### src/rtl/adder_bist_pkg.sv
// Shared types, directed vectors and LFSR step
// for the 32-bit adder BIST controller.
package adder_bist_pkg;

  typedef enum logic [1:0] {
    ST_IDLE,
    ST_SETTLE,
    ST_CHECK,
    ST_DONE
  } state_e;

  typedef struct packed {
    logic [31:0] a;
    logic [31:0] b;
    logic        cin;
  } vec_t;

  localparam int NUM_DIRECTED = 10;

  // Galois taps 32,22,2,1
  localparam logic [31:0] LFSR_MASK = 32'h80200003;

  localparam vec_t DIRECTED [NUM_DIRECTED] = '{
    '{32'hAAAAAAAA, 32'h55555555, 1'b0},
    '{32'h00000000, 32'h00000000, 1'b0},
    '{32'h00000000, 32'h00000000, 1'b1},
    '{32'h00000001, 32'h00000000, 1'b0},
    '{32'h00000000, 32'h00000001, 1'b0},
    '{32'h00000001, 32'h00000001, 1'b1},
    '{32'h80000000, 32'h00000000, 1'b0},
    '{32'h00000000, 32'h80000000, 1'b0},
    '{32'h00000000, 32'h80000000, 1'b1},
    '{32'h80000000, 32'h80000000, 1'b1}
  };

  function automatic logic [31:0] lfsr_next(
    input logic [31:0] s
  );
    return {1'b0, s[31:1]} ^
           (s[0] ? LFSR_MASK : 32'h0);
  endfunction

endpackage

### src/rtl/adder_bist_lfsr.sv
// Pseudo-random operand source: reseeds on load,
// steps three times per random vector.
module adder_bist_lfsr
  import adder_bist_pkg::*;
#(
  parameter logic [31:0] SEED = 32'h1
) (
  input  logic        clk,
  input  logic        rst_n,
  input  logic        load_i,
  input  logic        adv_i,
  output logic [31:0] l1_o,
  output logic [31:0] l2_o,
  output logic        l3b_o
);

  // A zero seed would lock the register at zero
  localparam logic [31:0] SEED_N =
    (SEED == 32'h0) ? 32'h1 : SEED;

  logic [31:0] state_q;
  logic [31:0] l3;

  assign l1_o  = lfsr_next(state_q);
  assign l2_o  = lfsr_next(l1_o);
  assign l3    = lfsr_next(l2_o);
  assign l3b_o = l3[0];

  // Seed on reset/start, jump to L3 per random vector
  always_ff @(posedge clk or negedge rst_n) begin
    if (!rst_n) begin
      state_q <= SEED_N;
    end else if (load_i) begin
      state_q <= SEED_N;
    end else if (adv_i) begin
      state_q <= l3;
    end
  end

endmodule

### src/rtl/adder_bist_ctrl.sv
// On-fabric stimulus generator and response checker
// for the 32-bit full adder.
module adder_bist_ctrl
  import adder_bist_pkg::*;
#(
  parameter int          NUM_RANDOM    = 50,
  parameter int          SETTLE_CYCLES = 4,
  parameter logic [31:0] LFSR_SEED     = 32'h1,
  parameter int          CNT_W         = 16
) (
  input  logic             clk,
  input  logic             global_resetn,
  input  logic             start,
  input  logic [31:0]      sum,
  input  logic             cout,
  output logic [31:0]      a,
  output logic [31:0]      b,
  output logic             cin,
  output logic             busy,
  output logic             done,
  output logic [CNT_W-1:0] pass_cnt,
  output logic [CNT_W-1:0] fail_cnt,
  output logic [15:0]      first_fail_idx,
  output logic [32:0]      first_fail_res
);

  localparam int SW =
    (SETTLE_CYCLES > 1) ? $clog2(SETTLE_CYCLES) : 1;
  localparam logic [SW-1:0] SET_INIT =
    SW'(SETTLE_CYCLES - 1);
  localparam logic [15:0] LAST_IDX =
    16'(NUM_DIRECTED + NUM_RANDOM - 1);
  localparam logic [15:0] NDIR =
    16'(NUM_DIRECTED);

  state_e            state_q, state_d;
  logic [31:0]       a_q, a_d;
  logic [31:0]       b_q, b_d;
  logic              cin_q, cin_d;
  logic [15:0]       idx_q, idx_d;
  logic [SW-1:0]     set_q, set_d;
  logic [CNT_W-1:0]  pass_q, pass_d;
  logic [CNT_W-1:0]  fail_q, fail_d;
  logic [15:0]       ffi_q, ffi_d;
  logic [32:0]       ffr_q, ffr_d;

  logic              lfsr_load;
  logic              lfsr_adv;
  logic [31:0]       l1, l2;
  logic              l3b;
  logic [32:0]       res, expv;
  logic [15:0]       nxt_idx;
  vec_t              nxt_vec;

  adder_bist_lfsr #(
    .SEED (LFSR_SEED)
  ) u_lfsr (
    .clk    (clk),
    .rst_n  (global_resetn),
    .load_i (lfsr_load),
    .adv_i  (lfsr_adv),
    .l1_o   (l1),
    .l2_o   (l2),
    .l3b_o  (l3b)
  );

  assign res  = {cout, sum};
  assign expv = {1'b0, a_q} + {1'b0, b_q}
              + {32'h0, cin_q};

  assign nxt_idx = idx_q + 16'd1;

  // Next vector: table while directed, LFSR after
  always_comb begin
    nxt_vec = '{l1, l2, l3b};
    if (nxt_idx < NDIR) begin
      nxt_vec = DIRECTED[nxt_idx[3:0]];
    end
  end

  // Sequencer next-state and datapath updates
  always_comb begin
    state_d   = state_q;
    a_d       = a_q;
    b_d       = b_q;
    cin_d     = cin_q;
    idx_d     = idx_q;
    set_d     = set_q;
    pass_d    = pass_q;
    fail_d    = fail_q;
    ffi_d     = ffi_q;
    ffr_d     = ffr_q;
    lfsr_load = 1'b0;
    lfsr_adv  = 1'b0;
    unique case (state_q)
      ST_IDLE, ST_DONE: begin
        if (start) begin
          state_d   = ST_SETTLE;
          a_d       = DIRECTED[0].a;
          b_d       = DIRECTED[0].b;
          cin_d     = DIRECTED[0].cin;
          idx_d     = '0;
          set_d     = SET_INIT;
          pass_d    = '0;
          fail_d    = '0;
          ffi_d     = '0;
          ffr_d     = '0;
          lfsr_load = 1'b1;
        end
      end
      ST_SETTLE: begin
        if (set_q == '0) begin
          state_d = ST_CHECK;
        end else begin
          set_d = set_q - 1'b1;
        end
      end
      ST_CHECK: begin
        if (res == expv) begin
          if (pass_q != '1) pass_d = pass_q + 1'b1;
        end else begin
          if (fail_q != '1) fail_d = fail_q + 1'b1;
          if (fail_q == '0) begin
            ffi_d = idx_q;
            ffr_d = res;
          end
        end
        if (idx_q == LAST_IDX) begin
          state_d = ST_DONE;
        end else begin
          state_d  = ST_SETTLE;
          idx_d    = nxt_idx;
          set_d    = SET_INIT;
          a_d      = nxt_vec.a;
          b_d      = nxt_vec.b;
          cin_d    = nxt_vec.cin;
          lfsr_adv = (nxt_idx >= NDIR);
        end
      end
      default: ;
    endcase
  end

  // State and datapath registers
  always_ff @(posedge clk or negedge global_resetn) begin
    if (!global_resetn) begin
      state_q <= ST_IDLE;
      a_q     <= '0;
      b_q     <= '0;
      cin_q   <= 1'b0;
      idx_q   <= '0;
      set_q   <= '0;
      pass_q  <= '0;
      fail_q  <= '0;
      ffi_q   <= '0;
      ffr_q   <= '0;
    end else begin
      state_q <= state_d;
      a_q     <= a_d;
      b_q     <= b_d;
      cin_q   <= cin_d;
      idx_q   <= idx_d;
      set_q   <= set_d;
      pass_q  <= pass_d;
      fail_q  <= fail_d;
      ffi_q   <= ffi_d;
      ffr_q   <= ffr_d;
    end
  end

  assign a              = a_q;
  assign b              = b_q;
  assign cin            = cin_q;
  assign busy           = (state_q == ST_SETTLE) ||
                          (state_q == ST_CHECK);
  assign done           = (state_q == ST_DONE);
  assign pass_cnt       = pass_q;
  assign fail_cnt       = fail_q;
  assign first_fail_idx = ffi_q;
  assign first_fail_res = ffr_q;

endmodule

### config.mk
export PLATFORM = sky130hd
export DESIGN_NAME = adder_bist_ctrl
export DESIGN_NICKNAME = d
export VERILOG_FILES = /design/src/rtl/adder_bist_pkg.sv /design/src/rtl/adder_bist_lfsr.sv /design/src/rtl/adder_bist_ctrl.sv
export SDC_FILE = /design/constraint.sdc
export NUM_CORES = 1
export LEC_CHECK = 0
export ABC_AREA = 1
export CAP_MARGIN = 20
export CELL_PAD_IN_SITES_DETAIL_PLACEMENT = 0
export CELL_PAD_IN_SITES_GLOBAL_PLACEMENT = 1
export CORE_UTILIZATION = 35
export CTS_CLUSTER_DIAMETER = 100
export DETAILED_ROUTE_END_ITERATION = 10
export GPL_TIMING_DRIVEN = 0
export PLACE_DENSITY = 0.71
export SLEW_MARGIN = 20
export SYNTH_ARGS = -nofsm -noshare
export SYNTH_HDL_FRONTEND = slang
export SYNTH_SLANG_ARGS = --single-unit
### constraint.sdc
create_clock -name clk -period 3.67 [get_ports clk]
set_clock_uncertainty 0.2 [all_clocks]
set_input_delay 0.734 -clock clk [delete_from_list [all_inputs] [get_ports clk]]
set_output_delay 0.734 -clock clk [all_outputs]
set_load 0.01 [all_outputs]
# After elaboration in Yosys (flattened, before gate mapping)
# Memory sizes are Yosys's and may differ from the RTL's.
# Index checks and enable logic that the tools add are counted.
# classes
eq_ne	16
div_mod_pow	0
n_mul	0
reduce_logical	13
magnitude_cmp	3
bitwise	4
n_mux	45
addsub	6
shifts	0
# op_table
cell	count
32-bit 2-to-1 mux	9
65-bit 2-to-1 mux	3
16-bit 2-to-1 mux	8
16-bit case mux with 2 select lines	4
32-bit case mux with 2 select lines	2
33-bit 2-to-1 mux	3
31-bit by 32-bit bitwise XOR with 32-bit output	3
33-bit case mux with 2 select lines	1
16-bit by 1-bit adder with 16-bit output, second input constant	3
32-bit by 32-bit adder with 33-bit output	1
33-bit by 1-bit adder with 33-bit output	1
33-bit == test	1
16-bit != test, second input constant	2
2-bit != test, second input constant	9
16-bit by 6-bit == test with 1-bit output, second input constant	1
16-bit by 4-bit greater-or-equal comparator with 1-bit output, second input constant	1
16-bit logical NOT	1
16-bit by 4-bit < comparator with 1-bit output, second input constant	1
2-bit 2-to-1 mux	6
2-bit case mux with 3 select lines	2
4-bit AND reduction	3
1-bit 2-to-1 mux	6
3-bit AND reduction	2
5-bit greater-or-equal comparator, second input constant	1
other kinds (10)	13
# totals
register_bits	198
output_inout_bits	148
romBits	1040
mem_count	1
latch_bits	0
elab_cells	99
ram_bits	0
# mem_list
name	depth	word_bits	rd	rd_clocked_by_memory_dff	wr	line	text
(no name shown)	16	65	1	0	0	adder_bist_ctrl.sv:77	nxt_vec = DIRECTED[nxt_idx[3:0]];

# Logic depth before layout (Yosys ltp)
# depth
ltp_word	9
mapped_depth	22
depth_no_buf	21

# By module
# A second synthesis with hierarchy kept.
# hier_totals
hier_cells	1976
hier_area_um2	13601.8
# modules_own_cells
module	cells_per_inst	n_inst	area_each_um2
adder_bist_ctrl	1776	1	11672.4
adder_bist_lfsr	200	1	1929.4

# Least setup slack after synthesis
# OpenSTA, ideal clock, no wires.
# synth_timing
kind	register to register
startpoint	reg a_q[0] (netlist: a[0])
endpoint	reg fail_q[0] (netlist: fail_cnt[0])
setup_ps	118
t_arrival_ps	2940
slack_ps	412
t_required_ps	3352
n_path_buf	2
path_stages_with_launch	21
cell_sequence	dfrtp_1 fa_1 fa_1 nand2_1 nand2_1 nand3_1 nand2_1 nand2_1 nand2_1 nand2_1 nand2_1 nand2_1 nand2_1 nor2_1 nand3_1 nor2_1 nand3_1 buf_2 buf_2 nand4_1 nand2_1
# synth_between
elab_chain_cells	5
# synth_lines
item	line	text
from (decl)	adder_bist_ctrl.sv:37	logic [31:0] a_q, a_d;
from (signal assigned)	adder_bist_ctrl.sv:148	a_q <= '0;
from (signal assigned)	adder_bist_ctrl.sv:159	a_q <= a_d;
32-bit by 32-bit adder with 33-bit output	adder_bist_ctrl.sv:68	assign expv = {1'b0, a_q} + {1'b0, b_q}
33-bit by 1-bit adder with 33-bit output	adder_bist_ctrl.sv:69	+ {32'h0, cin_q};
33-bit == test	adder_bist_ctrl.sv:119	if (res == expv) begin
2-bit != test (no source line)	n/a	
4-bit AND reduction (no source line)	n/a	
to (signal assigned)	adder_bist_ctrl.sv:165	fail_q <= fail_d;
to (decl)	adder_bist_ctrl.sv:43	logic [CNT_W-1:0] fail_q, fail_d;
# Every way passes these cells.
# A chain may end at the register's enable or synchronous reset.

# Worst setup path in the final report
# layout_timing
startpoint	reg b_q[0] (netlist: b[0])
endpoint	reg ffr_q[5] (netlist: first_fail_res[5])
# layout_between
elab_chain_cells	5
# layout_lines
item	line	text
from (decl)	adder_bist_ctrl.sv:38	logic [31:0] b_q, b_d;
from (signal assigned)	adder_bist_ctrl.sv:149	b_q <= '0;
from (signal assigned)	adder_bist_ctrl.sv:160	b_q <= b_d;
32-bit by 32-bit adder with 33-bit output	adder_bist_ctrl.sv:68	
33-bit by 1-bit adder with 33-bit output	adder_bist_ctrl.sv:69	
33-bit == test	adder_bist_ctrl.sv:119	
2-bit != test (no source line)	n/a	
4-bit AND reduction (no source line)	n/a	
to (signal assigned)	adder_bist_ctrl.sv:167	ffr_q <= ffr_d;
to (decl)	adder_bist_ctrl.sv:45	logic [32:0] ffr_q, ffr_d;
# Every way passes these cells.

==> metrics <==
outcome completed; cell count after synthesis 1,851; mux contribution to synthesized area 0; Clock transition at path regs 0.07 ns; fin area 15,900 µm²; hold_buf cts 0; number of antenna violations at the first check in global routing 0; std cell rows 67; layout cells sized above 1 0.0920; DRT antenna net count 0; Syn Nets 1,933; crit path cell chain fa_2, fa_2, nand2_2, nand2_1, nand3_2, nand2_2, nand2_1, nand2_2, nand2_2, buf_4, buf_4, nand3b_1, nand2_1, nor2_4, nand3_2, nor2_4, nand3_4, buf_6, nand3_4, buf_12, clkbuf_16, nand2_2, nand2_1; Worst Max-Slew Pin Slew 0.769 ns; Die H 188 µm; VDD IR max 0.453 mV; most common cell after layout, fill and taps aside nand2_1; Inserted Clock Buffers 17; Compound-Gate Fraction of Synth Area 0.0504; arrival time at the worst endpoint 3.78 ns; XOR/XNOR Fraction of Synth Area 0.0374; Max-Slew Margin vs Limit 0.487; wire per inst 16.0 µm; Syn Std Cell Area 12,200 µm²; Die Footprint 35,500 µm²; Pwr Total 9.99 mW; gr usage total 0.231; Post-Route Setup TNS 0 ns; WP data required 3.82 ns; Slowest-stage cell, CP fa_2; worst min-delay path class input pin to async pin; Pleak 8.17 nW; # nets final 2,156; area occupied by multi-input gates 6710 µm²; Final HPWL DP 31.6 mm; vias after detailed routing 12.1k; TritonRoute pass-1 iters 5; pre-CTS setup slack -0.722 ns; Ports 184; Final Cycle Share 0.988; CP endpoint kind flop; Placed Instances 2,483; simple-gate portion of the synthesized area 0.391; Initial Util 0.359; clock buffer depth 2; Fin. Hold Viols 0; Core ar. 33,900 µm²; Antenna Cells 0; first-pass GRT wire length 63.4 mm; most frequent CP cell nand2_2; drt via density 4.77; CTS tree done; Area Growth Syn to Fin 30.6%; pin count of the biggest net entering global routing 96; CTS H-Tree Depth 4; share of the yosys chip area belonging to registers 0.352; vias in the first global route 11.4k; RD Place Congestion 0.906; fmax 276 MHz; RSZ-0062 raised after global routing yes; Slew Viols, Final 0; Max Cap Violations 0; Port-buffer cells 183; endpoints failing setup 0; crit path launch type flop; clock latency on the worst-skew pair 0.46 ns; hold slack final 0.0190 ns; fill count 3,562; Buf+Inv Stages, Crit Path 5; Synth Area per Inst 6.58 µm²; synth unique cells 42; GRT Residual Overflow 0; Placed Area 14,600 µm²; Post-Route WL 40.6 mm; largest family of logic cells by synthesized area simple AND/OR/NAND/NOR gates; post-synthesis sequential element count 171; Tmin final 3.63 ns; family with the most delay on the worst path simple AND/OR/NAND/NOR gates; pwr/cell area 628 nW/µm²; DR iter-0 viols 821; Cell Count, Final, Fillers Out 2,535; fin worst setup slack 0.0425 ns; CP Max Fanout 6; die width 188 µm; Seq. cell area 4280 µm²; CP peak stage delay 0.47 ns; leading cell types in the layout, fill and taps excluded nand2_1, inv_1, clkdlybuf4s50_1, dfrtp_1, nor2_1; adder-cell share of the synthesized area 0.0485; Yosys Warn Count 0; critical path class flop to flop; residual DRC count 0; CTS root buf clkbuf_16; Final Core Density 0.469; count of clock tree sinks 171
[state kept, by name, summed over array words and instances (netlist names), 5 cells and up]
register,count
a,32
b,5
fail_cnt,16
first_fail_idx,16
first_fail_res,33
idx_q,16
pass_cnt,16
u_lfsr.state_q,32
[layout make-up]
| class | count | area share |
|---|---|---|
| multi-input combinational | 1330 | 0.422 |
| buffer | 85 | 0.0338 |
| timing repair buffer | 210 | 0.139 |
| tap | 448 | 0.0353 |
| clock buffer | 20 | 0.0275 |
| clock inverter | 12 | 0.0117 |
| sequential | 171 | 0.269 |
| inverter | 259 | 0.0611 |
[worst paths after layout]
path | slack (ns) | cells past startpoint | endpoint | startpoint
worst min-delay path | 0.02 | 1 | first_fail_res[6] | global_resetn
worst max-delay path | 0.04 | 23 | first_fail_res[5] | b[0]
max in group asynchronous | 2.31 | 2 | idx_q[10] | global_resetn
worst max register to register | 0.04 | 23 | first_fail_res[5] | b[0]
min in group clk | 0.27 | 2 | first_fail_res[29] | first_fail_res[29]
worst min register to register | 0.27 | 2 | first_fail_res[29] | first_fail_res[29]
[routing by layer]
| layer | GRT usage | up-vias | part of all wire |
|---|---|---|---|
| li1 | - | 6227 | - |
| met1 | 0.321 | 5595 | 0.48 |
| met2 | 0.376 | 243 | 0.46 |
| met3 | 0.0278 | 29 | 0.038 |
| met4 | 0.0645 | 0 | 0.015 |
| met5 | 0 | - | 0 |
[report_power, final]
group / internal, mW / switching, mW / total (mW)
clock network: 1.15 / 0.840 / 1.99
registers: 2.13 / 0.325 / 2.45
logic: 2.18 / 3.37 / 5.55
[synthesized netlist by cell type]
master	instances	area, µm²
dfrtp_1	170	4250
clkbuf_1	34	128
nand3_4	1	17.5
o22ai_1	13	81.3
o21bai_1	2	15.0
nor3_1	21	105
o21ai_1	9	45.0
inv_1	259	972
nand2_1	702	2640
xnor2_1	13	114
buf_4	32	240
nand4_2	2	25.0
a311oi_1	1	8.76
buf_2	13	65.1
a21oi_1	28	140
o21ai_0	45	225
buf_6	3	33.8
nor2_2	3	18.8
xor2_1	39	342
o21ai_2	2	17.5
fa_1	2	40.0
nor2_1	173	649
nand3_2	2	20.0
nand3_1	88	440
nor3_4	1	16.3
nor3_2	1	10.0
buf_1	9	33.8
nand2_2	1	6.26
or2_1	1	6.26
nand3b_1	13	97.6
and2_1	9	56.3
a21o_1	1	7.51
or2_2	3	18.8
o21a_1	1	7.51
nand4_1	84	526
nor4_1	7	43.8
a211oi_1	3	22.5
ha_1	44	551
a31oi_1	4	25.0
nor3b_1	9	67.6
dfstp_2	1	26.3
a221oi_1	2	17.5
[cell families after synthesis]
logic type,after synthesis
AOI/OAI and AO/OA,111
xor gates and xnor gates,52
adders and majority gates,46
buffers and inverters,350
DFF,171
and+or+nand+nor,1121
[timing repair]
| item | in CTS | in global routing |
|---|---|---|
| setup endpoints to repair | 130 | 129 |
| gates cloned | 4 | 4 |
| pin swaps | 5 | 10 |
| setup buffers | 13 | 5 |
| gates resized for setup | 34 | 105 |
Note: power is estimated with default switching activity, not from simulation.
